## src/rtl/ebi_pkg.sv

```systemverilog
// Shared definitions for the 16-bit SRAM-style external bus: FSM state encoding,
// phase counter width and default bus widths. Also used by the FPGA-side bus slave.
package ebi_pkg;

    localparam int STATE_W    = 3;
    localparam int PH_W       = 4;
    localparam int DEF_ADDR_W = 25;
    localparam int DEF_DATA_W = 16;
    localparam int PH_MAX     = (1 << PH_W) - 1;

    typedef enum logic [STATE_W-1:0] {
        ST_IDLE  = 3'd0,
        ST_SETUP = 3'd1,
        ST_PULSE = 3'd2,
        ST_HOLD  = 3'd3,
        ST_TURN  = 3'd4
    } ebi_state_e;

    // True when a phase length fits the counter and respects its lower bound.
    function automatic bit phase_ok(input int value, input int min_value);
        return (value >= min_value) && (value <= PH_MAX);
    endfunction

endpackage

```

## src/rtl/ebi_master_if.sv

```systemverilog
// External bus pins as seen from the FPGA: address, split data (pad IOBUF I/O/T),
// and the active-low chip select and strobes.
interface ebi_master_if #(
    parameter int ADDR_WIDTH = ebi_pkg::DEF_ADDR_W,
    parameter int DATA_WIDTH = ebi_pkg::DEF_DATA_W
);
    logic [ADDR_WIDTH-1:0] addr;
    logic [DATA_WIDTH-1:0] data_out;
    logic [DATA_WIDTH-1:0] data_in;
    logic                  data_oe;
    logic                  cs_n;
    logic                  rd_n;
    logic                  wr_n;

    modport master (
        output addr, data_out, data_oe, cs_n, rd_n, wr_n,
        input  data_in
    );

    modport slave (
        input  addr, data_out, data_oe, cs_n, rd_n, wr_n,
        output data_in
    );
endinterface

```

## src/rtl/ebi_phase_timer.sv

```systemverilog
// Loadable down-counter timing one bus phase; done_o flags the last cycle of the phase.
module ebi_phase_timer
    import ebi_pkg::*;
(
    input  logic            clk_i,
    input  logic            reset_i,
    input  logic            load_i,
    input  logic [PH_W-1:0] value_i,
    output logic            done_o
);

    logic [PH_W-1:0] count_reg;

    always_ff @(posedge clk_i or posedge reset_i) begin
        if (reset_i) begin
            count_reg <= '0;
        end else if (load_i) begin
            count_reg <= value_i;
        end else if (count_reg > PH_W'(1)) begin
            count_reg <= count_reg - PH_W'(1);
        end
    end

    assign done_o = (count_reg == PH_W'(1));

endmodule

```

## src/rtl/ebi_master.sv

```systemverilog
// Initiator for the SRAM-style external bus: turns one accepted request into a
// SETUP/PULSE/HOLD/TURN bus cycle and returns a one-cycle completion strobe.
module ebi_master
    import ebi_pkg::*;
#(
    parameter int ADDR_WIDTH   = DEF_ADDR_W,
    parameter int DATA_WIDTH   = DEF_DATA_W,
    parameter int SETUP_CYCLES = 2,
    parameter int PULSE_CYCLES = 4,
    parameter int HOLD_CYCLES  = 2,
    parameter int TURN_CYCLES  = 1
) (
    input  logic                  clk_i,
    input  logic                  reset_i,
    input  logic                  req_valid_i,
    output logic                  req_ready_o,
    input  logic                  req_we_i,
    input  logic [ADDR_WIDTH-1:0] req_addr_i,
    input  logic [DATA_WIDTH-1:0] req_wdata_i,
    output logic                  resp_valid_o,
    output logic [DATA_WIDTH-1:0] resp_rdata_o,
    output logic                  busy_o,
    ebi_master_if.master          bus
);

    if (!phase_ok(SETUP_CYCLES, 1) || !phase_ok(PULSE_CYCLES, 1) ||
        !phase_ok(HOLD_CYCLES, 1)  || !phase_ok(TURN_CYCLES, 0)) begin : g_bad_cfg
        $error("ebi_master: phase length parameter out of range");
    end

    ebi_state_e            state_reg, state_next;
    logic                  we_reg, we_next;
    logic [ADDR_WIDTH-1:0] addr_reg, addr_next;
    logic [DATA_WIDTH-1:0] data_out_reg, data_out_next;
    logic                  oe_reg, oe_next;
    logic                  cs_n_reg, cs_n_next;
    logic                  rd_n_reg, rd_n_next;
    logic                  wr_n_reg, wr_n_next;
    logic                  resp_valid_reg, resp_valid_next;
    logic [DATA_WIDTH-1:0] rdata_reg, rdata_next;

    logic                  timer_load;
    logic [PH_W-1:0]       timer_value;
    logic                  phase_done;

    ebi_phase_timer u_timer (
        .clk_i   (clk_i),
        .reset_i (reset_i),
        .load_i  (timer_load),
        .value_i (timer_value),
        .done_o  (phase_done)
    );

    // Every bus pin is computed one cycle ahead and registered, so the pads never
    // see a combinational path from the request side.
    always_comb begin
        state_next      = state_reg;
        we_next         = we_reg;
        addr_next       = addr_reg;
        data_out_next   = data_out_reg;
        oe_next         = oe_reg;
        cs_n_next       = cs_n_reg;
        rd_n_next       = rd_n_reg;
        wr_n_next       = wr_n_reg;
        rdata_next      = rdata_reg;
        resp_valid_next = 1'b0;
        timer_load      = 1'b0;
        timer_value     = PH_W'(SETUP_CYCLES);

        case (state_reg)
            ST_IDLE: begin
                if (req_valid_i) begin
                    state_next  = ST_SETUP;
                    timer_load  = 1'b1;
                    timer_value = PH_W'(SETUP_CYCLES);
                    we_next     = req_we_i;
                    addr_next   = req_addr_i;
                    cs_n_next   = 1'b0;
                    oe_next     = req_we_i;
                    if (req_we_i) begin
                        data_out_next = req_wdata_i;
                    end
                end
            end

            ST_SETUP: begin
                if (phase_done) begin
                    state_next  = ST_PULSE;
                    timer_load  = 1'b1;
                    timer_value = PH_W'(PULSE_CYCLES);
                    rd_n_next   = we_reg;
                    wr_n_next   = !we_reg;
                end
            end

            ST_PULSE: begin
                if (phase_done) begin
                    // This edge still sees rd_n low at the pads, so data_in is the slave's word.
                    state_next      = ST_HOLD;
                    timer_load      = 1'b1;
                    timer_value     = PH_W'(HOLD_CYCLES);
                    rd_n_next       = 1'b1;
                    wr_n_next       = 1'b1;
                    resp_valid_next = 1'b1;
                    if (!we_reg) begin
                        rdata_next = bus.data_in;
                    end
                end
            end

            ST_HOLD: begin
                if (phase_done) begin
                    cs_n_next = 1'b1;
                    oe_next   = 1'b0;
                    if (TURN_CYCLES == 0) begin
                        state_next = ST_IDLE;
                    end else begin
                        state_next  = ST_TURN;
                        timer_load  = 1'b1;
                        timer_value = PH_W'(TURN_CYCLES);
                    end
                end
            end

            ST_TURN: begin
                if (phase_done) begin
                    state_next = ST_IDLE;
                end
            end

            default: begin
                state_next = ST_IDLE;
                cs_n_next  = 1'b1;
                rd_n_next  = 1'b1;
                wr_n_next  = 1'b1;
                oe_next    = 1'b0;
            end
        endcase
    end

    always_ff @(posedge clk_i or posedge reset_i) begin
        if (reset_i) begin
            state_reg      <= ST_IDLE;
            we_reg         <= 1'b0;
            addr_reg       <= '0;
            data_out_reg   <= '0;
            oe_reg         <= 1'b0;
            cs_n_reg       <= 1'b1;
            rd_n_reg       <= 1'b1;
            wr_n_reg       <= 1'b1;
            resp_valid_reg <= 1'b0;
            rdata_reg      <= '0;
        end else begin
            state_reg      <= state_next;
            we_reg         <= we_next;
            addr_reg       <= addr_next;
            data_out_reg   <= data_out_next;
            oe_reg         <= oe_next;
            cs_n_reg       <= cs_n_next;
            rd_n_reg       <= rd_n_next;
            wr_n_reg       <= wr_n_next;
            resp_valid_reg <= resp_valid_next;
            rdata_reg      <= rdata_next;
        end
    end

    assign req_ready_o  = (state_reg == ST_IDLE);
    assign busy_o       = (state_reg != ST_IDLE);
    assign resp_valid_o = resp_valid_reg;
    assign resp_rdata_o = rdata_reg;

    assign bus.addr     = addr_reg;
    assign bus.data_out = data_out_reg;
    assign bus.data_oe  = oe_reg;
    assign bus.cs_n     = cs_n_reg;
    assign bus.rd_n     = rd_n_reg;
    assign bus.wr_n     = wr_n_reg;

endmodule

```

## src/flat_wrapper.sv

```systemverilog
// flat-port wrapper written by rule: the top's interface ports become plain ports
module ebi_master_flat import ebi_pkg::*;
#(
    parameter int ADDR_WIDTH   = DEF_ADDR_W,
    parameter int DATA_WIDTH   = DEF_DATA_W,
    parameter int SETUP_CYCLES = 2,
    parameter int PULSE_CYCLES = 4,
    parameter int HOLD_CYCLES  = 2,
    parameter int TURN_CYCLES  = 1
)
  (clk_i, reset_i, req_valid_i, req_ready_o, req_we_i, req_addr_i, req_wdata_i, resp_valid_o, resp_rdata_o, busy_o, bus_addr, bus_data_out, bus_data_oe, bus_cs_n, bus_rd_n, bus_wr_n, bus_data_in);
  ebi_master_if #(.ADDR_WIDTH(ADDR_WIDTH), .DATA_WIDTH(DATA_WIDTH)) bus_i ();
  input  logic clk_i;
  input  logic reset_i;
  input  logic req_valid_i;
  output logic req_ready_o;
  input  logic req_we_i;
  input  logic [ADDR_WIDTH-1:0] req_addr_i;
  input  logic [DATA_WIDTH-1:0] req_wdata_i;
  output logic resp_valid_o;
  output logic [DATA_WIDTH-1:0] resp_rdata_o;
  output logic busy_o;
  output wire logic [$bits(bus_i.addr)-1:0] bus_addr;
  output wire logic [$bits(bus_i.data_out)-1:0] bus_data_out;
  output wire logic [$bits(bus_i.data_oe)-1:0] bus_data_oe;
  output wire logic [$bits(bus_i.cs_n)-1:0] bus_cs_n;
  output wire logic [$bits(bus_i.rd_n)-1:0] bus_rd_n;
  output wire logic [$bits(bus_i.wr_n)-1:0] bus_wr_n;
  input wire logic [$bits(bus_i.data_in)-1:0] bus_data_in;
  assign bus_addr = bus_i.addr;
  assign bus_data_out = bus_i.data_out;
  assign bus_data_oe = bus_i.data_oe;
  assign bus_cs_n = bus_i.cs_n;
  assign bus_rd_n = bus_i.rd_n;
  assign bus_wr_n = bus_i.wr_n;
  assign bus_i.data_in = bus_data_in;
  ebi_master #(.ADDR_WIDTH(ADDR_WIDTH), .DATA_WIDTH(DATA_WIDTH), .SETUP_CYCLES(SETUP_CYCLES), .PULSE_CYCLES(PULSE_CYCLES), .HOLD_CYCLES(HOLD_CYCLES), .TURN_CYCLES(TURN_CYCLES)) u_core (.clk_i(clk_i), .reset_i(reset_i), .req_valid_i(req_valid_i), .req_ready_o(req_ready_o), .req_we_i(req_we_i), .req_addr_i(req_addr_i), .req_wdata_i(req_wdata_i), .resp_valid_o(resp_valid_o), .resp_rdata_o(resp_rdata_o), .busy_o(busy_o), .bus(bus_i));
endmodule
```

## config.mk

```make
export PLATFORM = sky130hd
export DESIGN_NAME = ebi_master_flat
export DESIGN_NICKNAME = d
export VERILOG_FILES = /design/src/rtl/ebi_pkg.sv /design/src/rtl/ebi_master_if.sv /design/src/rtl/ebi_phase_timer.sv /design/src/rtl/ebi_master.sv /design/src/flat_wrapper.sv
export SDC_FILE = /design/constraint.sdc
export NUM_CORES = 1
export LEC_CHECK = 0
export ABC_CLOCK_PERIOD_IN_PS = 2700
export CORE_AREA = 2 2 95 97
export DETAILED_ROUTE_END_ITERATION = 12
export DIE_AREA = 0 0 97 99
export PLACE_DENSITY_LB_ADDON = 0.25
export SYNTH_ARGS = -nofsm -noshare
export SYNTH_HDL_FRONTEND = slang
export SYNTH_HIERARCHICAL = 1
export SYNTH_SLANG_ARGS = --single-unit
```

## constraint.sdc

```tcl
create_clock -name clk_i -period 2.7 [get_ports clk_i]
set_input_delay 0.405 -clock clk_i [delete_from_list [all_inputs] [get_ports clk_i]]
set_output_delay 0.405 -clock clk_i [all_outputs]
set_load 0.05 [all_outputs]
```

## Word-level counts from Yosys, hierarchy flattened

Index checks and enable logic that the tools add are counted.

- Bits in registers: 70
- Word-level logic and storage cells: 64
- Input bits: 61

- Bitwise gates (word level): 3
- $add $sub $neg: 1
- Muxes and demuxes: 25
- Equality and inequality tests: 10
- Reductions and logical operators: 13
- Order comparisons: 1

Operators by type and width:

| kind | number |
|---|---|
| $mux W3 | 6 |
| $pmux W3 S5 | 1 |
| $pmux W1 S3 | 4 |
| $reduce_and A3 Y1 | 4 |
| $mux W1 | 9 |
| $reduce_or A3 Y1 | 3 |
| $mux W4 | 2 |
| $ne A2 B1 Y1 const B | 4 |
| $pmux W4 S2 | 1 |
| $eq A3 B2 Y1 const B | 2 |
| $reduce_and A5 Y1 | 1 |
| $eq A4 B1 Y1 const B | 1 |
| $gt A4 B1 Y1 const B | 1 |
| $sub A4 B1 Y4 const B | 1 |
| $eq A3 B1 Y1 const B | 1 |
| $eq A3 B3 Y1 const B | 1 |
| $logic_not A3 Y1 | 1 |
| $not A1 Y1 | 3 |
| $reduce_bool A3 Y1 | 1 |
| $mux W2 | 1 |
| $ne A2 B2 Y1 const B | 1 |
| $pmux W1 S2 | 1 |
| $reduce_and A2 Y1 | 1 |
| $reduce_bool A2 Y1 | 1 |
| $logic_not A1 Y1 | 1 |

## Logic depth before layout (Yosys ltp)

Gate-level depths: netlist of run 1.

- Depth in word-level cells: 4
- Depth in mapped cells: 8

## By module

Netlist of run 1, hierarchy kept.

By module, submodules not included:

| module | sequential area each (um^2) | instances | cells each | area each (um^2) |
|---|---|---|---|---|
| ebi_master | 1655.3 | 1 | 173 | 2636.3 |
| ebi_phase_timer | 100.1 | 1 | 31 | 285.3 |

## Worst setup path before layout of run 1

Ideal clock, no wire load.

- Path kind: flip-flop to output port
- Start point: reg u_core.state_reg[1]
- End point: out busy_o
- Path buffers: 1
- Cell stages (with the launch flop): 4
- Data required time: 2.295 ns
- Path slack: -0.082 ns
- Data arrival time: 2.377 ns
- Cells stage by stage: dfrtp_1 clkbuf_1 nor3_1 inv_1

- Longest elaborated chain between the ends: 1

RTL lines:

| item | RTL line | text |
|---|---|---|
| start: declaration | ebi_master.sv:31 | `ebi_state_e state_reg, state_next;` |
| start signal: assignment | ebi_master.sv:154 | `state_reg <= state_next;` |
| $reduce_bool A3 Y1 | ebi_master.sv:168 | `assign busy_o = (state_reg != ST_IDLE);` |
| end: declaration | flat_wrapper.sv:22 | `output logic busy_o;` |

No other way between the ends.

## Worst setup path after layout of run 1

- Start point: reg u_core.state_reg[2]
- End point: out req_ready_o

- Longest elaborated chain between the ends: 1

RTL lines:

| item | RTL line | text |
|---|---|---|
| $logic_not A3 Y1 | ebi_master.sv:167 | `assign req_ready_o = (state_reg == ST_IDLE);` |
| end: declaration | flat_wrapper.sv:16 | `output logic req_ready_o;` |

No other way between the ends.

==> metrics, run 1 <==
hold buffer count at cts=0; Mapped Cells=204; FF+latch count, synth=70; Req. time, crit path=approximately 2.3 ns; post-CTS setup buffer count=0; DR iter-0 viols=60; syn_nets=267; # rows=34; die height=slightly below 100 µm; first-pass GRT wire length=10900 µm; fin area=0.00454 mm²; RSZ-0062 raised after global routing=no; simple-gate share of the synthesized area=under 10%; Reg power frac=about 29%; startpoint type of the worst setup path=flip-flop; outcome=finished clean; largest net degree at the start of global routing=just over 40; register area share after synthesis=between 60% and 70%; Worst Path Max Fanout=14; Max Clock Freq=421 MHz; vias in the first global route=2210; H-tree depth=3; via count=2057; leakage power=1.93 nW; PwrDens=1450 mW/mm²; worst-margin pin slew=0.606 ns; Worst EP arrival=just under 2 ns; NetSw=2.97 mW; Pint=3.59 mW; GRT Util Overall=between 10% and 20%; Compound-Gate Fraction of Synth Area=4.84%; Starting Density=34.2%; Cell Area, Placed=0.00430 mm²; largest family of logic cells by synthesized area=multiplexers; DRT antenna net count=0; DR vias/cell=4.60; Peak VDD IR=approximately 760 µV; fin crit period=2.38 ns; clk root buf=clkbuf_8; CP Class=flip-flop to output port; Register Area=between 0.0015 and 0.002 mm²; multiplexer share of the synthesized area=23.4%; Cell Chain, Critical Path=nor3_2, clkdlybuf4s50_1; Die W=97 µm; Syn Area/Cell=between 10 and 15 µm²; CTS resizes=0; cell family with most CP delay=buffers and inverters; Hold WC Path Type=input port to async pin; TritonRoute pass-1 iters=5; xor and xnor area share after synthesis=less than 1%; Period Utilization, post-route=88.0%; Reg clk slew, reported paths=0.08 ns; layout cells sized above 1=26.3%; n_diodes=0; Yosys warning total=6; fillers=757; Skew-Pair Late Insertion Delay=between 0.3 and 0.4 ns; Slew Limit Fails=0; final setup vio count=0; # IOs=125; CTS tree=yes; Nets=397; Crit-path slowest cell=clkdlybuf4s50_1; switching part of the total=between 40% and 50%; Gate power share=55.7%; Netlist cell types=34; Post-DP HPWL=4830 µm; footprint of the multi-input gates=~0.0011 mm²; max_slew headroom=~60%; max reg flops=25; clock buffer count from CTS=9; Mapped Area=0.00292 mm²; Synth-to-Final Area Change=55.3%; die footprint=0.00960 mm²; CTS max path bufs=2; remaining global-route overflow=0; GPL Wtd Cong=approximately 0.73; fraction of the mapped netlist area in adder cells=less than 1%; Setup Total Neg Slack=0 ns; initial antenna violation count=0; Routed WL per cell=15.0 µm; Routed WL=6690 µm; drt drc=0; MaxCap Viol Count=0; CTS sink cnt=70; CP Capture Type=output port; final hold viol count=0; CP peak stage delay=0.84 ns; Fin Clk Skew=0.0105 ns; PortBufs=124; core area=approximately 0.0086 mm²; clock share of power=15.4%; Crit path buffers/inverters=1
placed cells by master (no fill, tap or decap), types with 3 or more instances in the layout:
master             n
a211oi_1           3
nor2_1             8
buf_4              5
inv_1              7
bufinv_16          3
clkdlybuf4s50_1  124
a21oi_1            4
mux2_2            50
clkbuf_8           9
mux2_4             8
dfrtp_1           67
dfstp_2            3
nand2_1            8
o21ai_0            3
o31ai_1            4
power groups by stage:
stage | Combinational, mW | Sequential, mW | Clock [mW]
3_5_place_dp | 3.69 | 1.91 | 0
5_1_grt | 3.82 | 1.97 | 1.09
3_3_place_gp | 3.66 | 1.89 | 0
2_1_floorplan | 0.968 | 3.40 | 0
4_1_cts | 3.70 | 1.90 | 1.05
6_report | 3.66 | 1.89 | 1.01
final cells by class:
cell class	count	share of cell area (%)
inverter	8	0.662
multi-input combinational	115	23.8
clock inverter	6	2.43
clock buffer	10	2.81
tap	108	2.98
sequential	70	38.7
timing repair buffer	130	28.6
cell usage after synthesis:
cell type	count	area, µm²
buf_6	2	22.5
nor2_1	8	30.0
o31ai_1	4	30.0
nor3b_1	1	7.51
nand2b_1	1	6.26
inv_1	8	30.0
clkbuf_1	3	11.3
o21a_1	1	7.51
o31a_1	2	17.5
o32a_1	2	20.0
a21oi_1	4	20.0
mux2_2	50	563
a31o_2	1	8.76
nand2_1	8	30.0
and3b_1	1	8.76
mux2_4	8	120
nor2b_1	1	6.26
nand2_4	1	11.3
nor3_1	3	15.0
a211oi_1	3	22.5
buf_2	2	10.0
dfrtp_1	67	1680
nor3_4	2	32.5
nor4b_2	1	15.0
nand3b_1	1	7.51
and2_1	2	12.5
xnor2_1	2	17.5
conb_1	1	3.75
dfstp_2	3	78.8
nor4_1	2	12.5
buf_1	1	3.75
buf_4	3	22.5
ha_1	2	25.0
o21ai_0	3	15.0
path summary, 6_finish.rpt:
check                                                   startpoint                                 endpoint  slack [ns]  cells past startpoint
min                                                        reset_i  u_core/u_timer/count_reg[3]$_DFFE_PP0P_        0.32                      2
min reg2reg                         u_core/bus.addr[7]$_DFFE_PP0P_           u_core/bus.addr[7]$_DFFE_PP0P_        0.51                      1
max reg2reg                u_core/u_timer/count_reg[1]$_DFFE_PP0P_      u_core/resp_rdata_o[11]$_DFFE_PP0P_        0.66                      8
max                                u_core/state_reg[2]$_DFFE_PP0P_                              req_ready_o        0.32                      2
max in group asynchronous                                  reset_i              u_core/bus.cs_n$_DFFE_PP1P_        1.52                      3
min in group clk_i                  u_core/bus.addr[7]$_DFFE_PP0P_           u_core/bus.addr[7]$_DFFE_PP0P_        0.51                      1
worst reg2reg max path: stages (launching register included):
cell and delay, ns:
dfrtp_1 0.42, inv_1 0.09, ha_1 0.16, nor3b_1 0.19, buf_4 0.17, nand3b_1 0.15, nor3_4 0.13, buf_4 0.25
mux2_2 0.37
routing by layer:
layer  GRT usage, %  vias up  routed length, µm
met5              0        -                  0
met4           4.66        0                 97
met3           7.66        9                626
met2           24.1       70               3290
met1           16.2     1007               2680
li1               -      971                  -
stage by stage:
stage	util (%)	worst slack (ns)	hold slack [ns]	total power, mW	instances
2_1_floorplan	-	0.480	0.171	4.37	204
3_3_place_gp	50.3	0.567	0.488	5.55	431
3_5_place_dp	50.3	0.534	0.495	5.60	431
4_1_cts	53.1	0.290	0.321	6.65	447
5_1_grt	53.1	0.232	0.314	6.89	447
6_report	53.1	0.323	0.318	6.57	447
kinds of logic after synthesis:
family | after synthesis
AO/OA/AOI/OAI | 20
XOR/XNOR | 2
adder cells (fa/ha/maj) | 2
buffers and inverters | 19
flip-flops | 70
multiplexers | 58
other | 1
AND/OR/NAND/NOR | 32
(Power assumes the default switching activity.)
==> run 2: changes to the inputs <==
Settings changed: CORE_AREA 2 2 95 97 to 2 2 96 98, DIE_AREA 0 0 97 99 to 0 0 98 100, REMOVE_ABC_BUFFERS set to 1, SYNTH_HIERARCHICAL 1 to not set.
==> metrics, run 2 <==
outcome=finished clean; final core occ=51.1%; post-CTS setup buffer count=0; worst-margin pin slew=0.793 ns; vias in the first global route=roughly 2100; first-pass GRT wire length=10300 µm; register area share after synthesis=58.3%; Worst EP arrival=just over 2 ns; Nets=403; CTS max path bufs=2; Routed WL per cell=approximately 14 µm; initial antenna violation count=0; PortBufs=124; max reg flops=25; largest cells by area after synthesis=dfrtp_1 (56%), mux2_2 (18%), mux2_4 (5.0%), dfstp_2 (2.6%), nor3_1 (1.7%); Hold WC Path Type=input port to async pin; R2R depth=6; total power=6.63 mW; number of synthesized flops with an enable pin=0; Req. time, crit path=2.30 ns; PwrDens=1460 mW/mm²; Crit-path slowest cell=clkdlybuf4s50_1; hold buffer count at cts=0; leakage power=1.88 nW; drt drc=0; RSZ-0062 raised after global routing=no; reg2reg setup slack=0.53 ns; layout cells sized above 1=25.5%; Die W=~98 µm; Max Clock Freq=slightly above 400 MHz; n_diodes=0; Reg clk slew, reported paths=~0.080 ns; die height=~100 µm; FF-to-FF Start=u_core.u_timer.count_reg[1]$_DFFE_PP0P_; Mapped Area=0.00301 mm²; CTS sink cnt=70; synth cell count leaders=dfrtp_1 (67), mux2_2 (48), mux2_4 (10), nor3_1 (10); remaining global-route overflow=0; startpoint type of the worst setup path=flip-flop; Syn Area/Cell=around 14 µm²; GRT Util Overall=roughly an eighth; main flop type after synthesis=dfrtp_1; largest net degree at the start of global routing=31; Setup Total Neg Slack=0 ns; via count=2129; FF+latch count, synth=70; CP Capture Type=output port; CTS resizes=0; clock buffer count from CTS=9; clk root buf=clkbuf_8; Async S/R FF share, synth=100%; CP peak stage delay=between 0.8 and 0.9 ns; Post-DP HPWL=4570 µm; Synth area leader=dfrtp_1; TritonRoute pass-1 iters=4; H-tree depth=3; DR vias/cell=roughly 4.7; fin crit period=roughly 2.5 ns; max_slew headroom=47.0%; count leader, synth=dfrtp_1; DRT antenna net count=0; Synth top area share=55.7%; MaxCap Viol Count=0; die footprint=0.00980 mm²; CTS tree=yes; Routed WL=6390 µm; Slew Limit Fails=0; Worst Path Max Fanout=16; Skew-Pair Late Insertion Delay=0.35 ns; DR iter-0 viols=a little under 90; worst r2r dst=u_core.resp_rdata_o[15]$_DFFE_PP0P_; Mapped Cells=213; core area=0.00889 mm²; CP Class=flip-flop to output port; CP Capture Point=req_ready_o; # rows=35; Period Utilization, post-route=91.8%; Netlist cell types=43; Cell Chain, Critical Path=nor3_1, clkdlybuf4s50_1; GPL Wtd Cong=about 0.84; Fin Clk Skew=0.00773 ns; most frequent cells in the layout=clkdlybuf4s50_1 (124), dfrtp_1 (67), mux2_2 (48), mux2_4 (10), nor3_1 (10); Starting Density=33.9%; Peak VDD IR=593 µV; final hold viol count=0; Yosys warning total=0; Setup crit start=u_core.state_reg[2]$_DFFE_PP0P_; final setup vio count=0; most common cell after layout, fill and taps aside=clkdlybuf4s50_1; # IOs=125; Synth-to-Final Area Change=50.8%
## run 2: cell type report
class                   count  area (µm²)
fillers                   791        4350
clock inverters             5        83.8
multi-input cells         123        1110
inverters                   7        26.3
flip-flops and latches     70        1760
repair buffers            129        1290
clock buffers              11         131
well taps                 111         139
## run 2: worst min-delay path by stage
stage / from / to / slack, ns / cells past startpoint
6_report: reset_i / u_core.bus.data_out[15]$_DFFE_PP0P_ / 0.43 / 2
5_1_grt: reset_i / u_core.bus.data_out[15]$_DFFE_PP0P_ / 0.46 / 2
4_1_cts: reset_i / u_core.bus.data_out[15]$_DFFE_PP0P_ / 0.44 / 2
3_5_place_dp: u_core.bus.cs_n$_DFFE_PP1P_ / u_core.bus.cs_n$_DFFE_PP1P_ / 0.49 / 2
3_3_place_gp: u_core.bus.cs_n$_DFFE_PP1P_ / u_core.bus.cs_n$_DFFE_PP1P_ / 0.48 / 2
2_1_floorplan: u_core.we_reg$_DFFE_PP0P_ / u_core.we_reg$_DFFE_PP0P_ / 0.53 / 2
## run 2: kinds of logic after synthesis
logic type / synth area share [%]
compound gates: 4.66
xor+xnor: 0.291
fa+ha+maj: 0.831
buf+inv: 4.95
flops: 58.3
mux: 23.6
simple gates: 7.36
## run 2: critical path, delay by kind of cell (launching register included)
| kind | cells | cell delay, ns |
|---|---|---|
| simple gates | 1 | 0.31 |
| buf+inv | 1 | 0.85 |
| flops | 1 | 0.57 |
## run 2: layer usage
metal | wire [µm] | track usage [%]
met1 | 2740 | 16.8
met2 | 3030 | 19.9
met3 | 478 | 5.01
met4 | 140 | 7.37
met5 | 0 | 0
## run 2: power breakdown
group	total, mW	switching (mW)	internal [mW]
Clock	0.922	0.399	0.522
Sequential	1.89	0.318	1.57
Combinational	3.82	2.34	1.48
## run 2: through the flow
stage          cell area, µm²  worst slack (ns)  cells  hold WS, ns
2_1_floorplan            2890            0.0333    200        0.529
3_3_place_gp             4320             0.582    440        0.481
3_5_place_dp             4320             0.531    440        0.493
4_1_cts                  4540             0.185    456        0.439
5_1_grt                  4540            0.0796    456        0.460
6_report                 4540             0.220    456        0.431
==> run 3: changes to the inputs <==
Settings changed: CTS_BUF_LIST set to sky130_fd_sc_hd__clkbuf_8, GPL_TIMING_DRIVEN set to 0, REMOVE_ABC_BUFFERS 1 to not set.
==> metrics, run 3 (synthesis results as in run 2) <==
outcome=finished clean; NetSw=3.09 mW; Reg clk slew, reported paths=0.09 ns; PortBufs=124; max_slew headroom=between 40 and 50%; fin crit period=2.57 ns; Cell Area, Placed=between 0.004 and 0.005 mm²; post-CTS setup buffer count=0; startpoint type of the worst setup path=flip-flop; Nets=approximately 410; core area=roughly 0.0089 mm²; initial antenna violation count=0; leakage power=1.95 nW; Period Utilization, post-route=95.1%; Worst EP arrival=2.16 ns; total power=6.72 mW; # IOs=about 130; Gate power share=approximately three fifths; CP Capture Type=output port; worst-margin pin slew=0.788 ns; switching part of the total=46.0%; # rows=35; TritonRoute pass-1 iters=4; Post-DP HPWL=5000 µm; CP Class=flip-flop to output port; Reg power frac=27.5%; Synth-to-Final Area Change=54.2%; layout cells sized above 1=27.5%; vias in the first global route=2242; CTS max path bufs=2; Pint=3.63 mW; die height=100 µm; Fin Clk Skew=0.0129 ns; GPL Wtd Cong=0.771; GRT Util Overall=roughly 14%; remaining global-route overflow=0; Starting Density=between 30% and 40%; Slew Limit Fails=0; Setup Total Neg Slack=0 ns; die footprint=0.00980 mm²; fillers=about 800; CTS sink cnt=70; most common cell after layout, fill and taps aside=clkdlybuf4s50_1; first-pass GRT wire length=11000 µm; syn_nets=276; n_diodes=0; drt drc=0; Max Clock Freq=389 MHz; DRT antenna net count=0; Hold WC Path Type=input port to async pin; Die W=98 µm; clock buffer count from CTS=9; clk root buf=clkbuf_8; via count=approximately 2200; Skew-Pair Late Insertion Delay=0.34 ns; CTS tree=yes; DR iter-0 viols=between 40 and 50; final setup vio count=0; MaxCap Viol Count=0; Req. time, crit path=2.30 ns; max reg flops=25; clock share of power=14.0%; RSZ-0062 raised after global routing=no; Routed WL=6780 µm; largest net degree at the start of global routing=between 50 and 60; PwrDens=1450 mW/mm²; most frequent cells in the layout=clkdlybuf4s50_1 (124), dfrtp_1 (67), mux2_2 (48), clkbuf_8 (10), mux2_4 (10); H-tree depth=3; fin area=0.00464 mm²; Routed WL per cell=14.6 µm; Worst Path Max Fanout=10; final hold viol count=0; DR vias/cell=~4.7; Peak VDD IR=656 µV
run 3: final timing paths:
path,slack (ns),endpoint,cells after the start,startpoint
worst max-delay path,0.13,req_ready_o,4,u_core.state_reg[2]$_DFFE_PP0P_
worst min-delay path,0.35,u_core.bus.addr[16]$_DFFE_PP0P_,2,reset_i
worst max register to register,0.54,u_core.resp_rdata_o[4]$_DFFE_PP0P_,9,u_core.u_timer.count_reg[1]$_DFFE_PP0P_
worst min register to register,0.50,u_core.bus.cs_n$_DFFE_PP1P_,2,u_core.bus.cs_n$_DFFE_PP1P_
max in group asynchronous,1.74,u_core.bus.wr_n$_DFFE_PP1P_,3,reset_i
min in group clk_i,0.50,u_core.bus.cs_n$_DFFE_PP1P_,2,u_core.bus.cs_n$_DFFE_PP1P_
run 3: area by class of cell:
cell class	count	area, µm²	share of cell area, %
clock buffer	9	124	2.67
inverter	7	28.8	0.620
tap	111	139	2.99
clock inverter	7	97.6	2.10
sequential	70	1760	37.8
timing repair buffer	125	1270	27.3
buffer	12	119	2.56
multi-input combinational	123	1110	23.9
run 3: repair_timing:
item                       CTS  global route
gates resized for setup      0             0
setup endpoints to repair    0             2
hold endpoints to repair     0             0
hold buffers                 0             0
run 3: layer usage:
| layer | share of wire, % | routed length [µm] | track usage [%] | vias up |
|---|---|---|---|---|
| met5 | 0 | 0 | 0 | - |
| li1 | - | - | - | 1024 |
| met3 | 5.3 | 359 | 3.76 | 15 |
| met1 | 43 | 2880 | 18.0 | 1054 |
| met4 | 3.0 | 200 | 6.84 | 0 |
| met2 | 49 | 3340 | 22.2 | 72 |
run 3: through the flow:
step	cells	util, %	hold WS (ns)	setup WS, ns
floorplan	213	-	0.527	0.442
global placement	448	49.4	0.484	-0.809
detailed placement	449	49.8	0.492	0.198
CTS	465	52.3	0.341	0.0832
global route	464	52.2	0.359	0.0254
finish	464	52.2	0.352	0.132
run 3: worst max-delay path: stages (launching register included):
cell,delay [ns]
dfrtp_1,0.37
clkbuf_8,0.15
clkbuf_1,0.22
nor3_2,0.26
clkdlybuf4s50_1,0.83
run 3: power by group through the flow:
stage / Clock [mW] / Combinational (mW) / Sequential, mW
floorplan: 0 / 1.12 / 3.43
detailed placement: 0 / 3.97 / 1.87
CTS: 0.978 / 3.98 / 1.86
global route: 1.02 / 4.13 / 1.92
finish: 0.942 / 3.93 / 1.85
global placement: 0 / 3.94 / 1.84
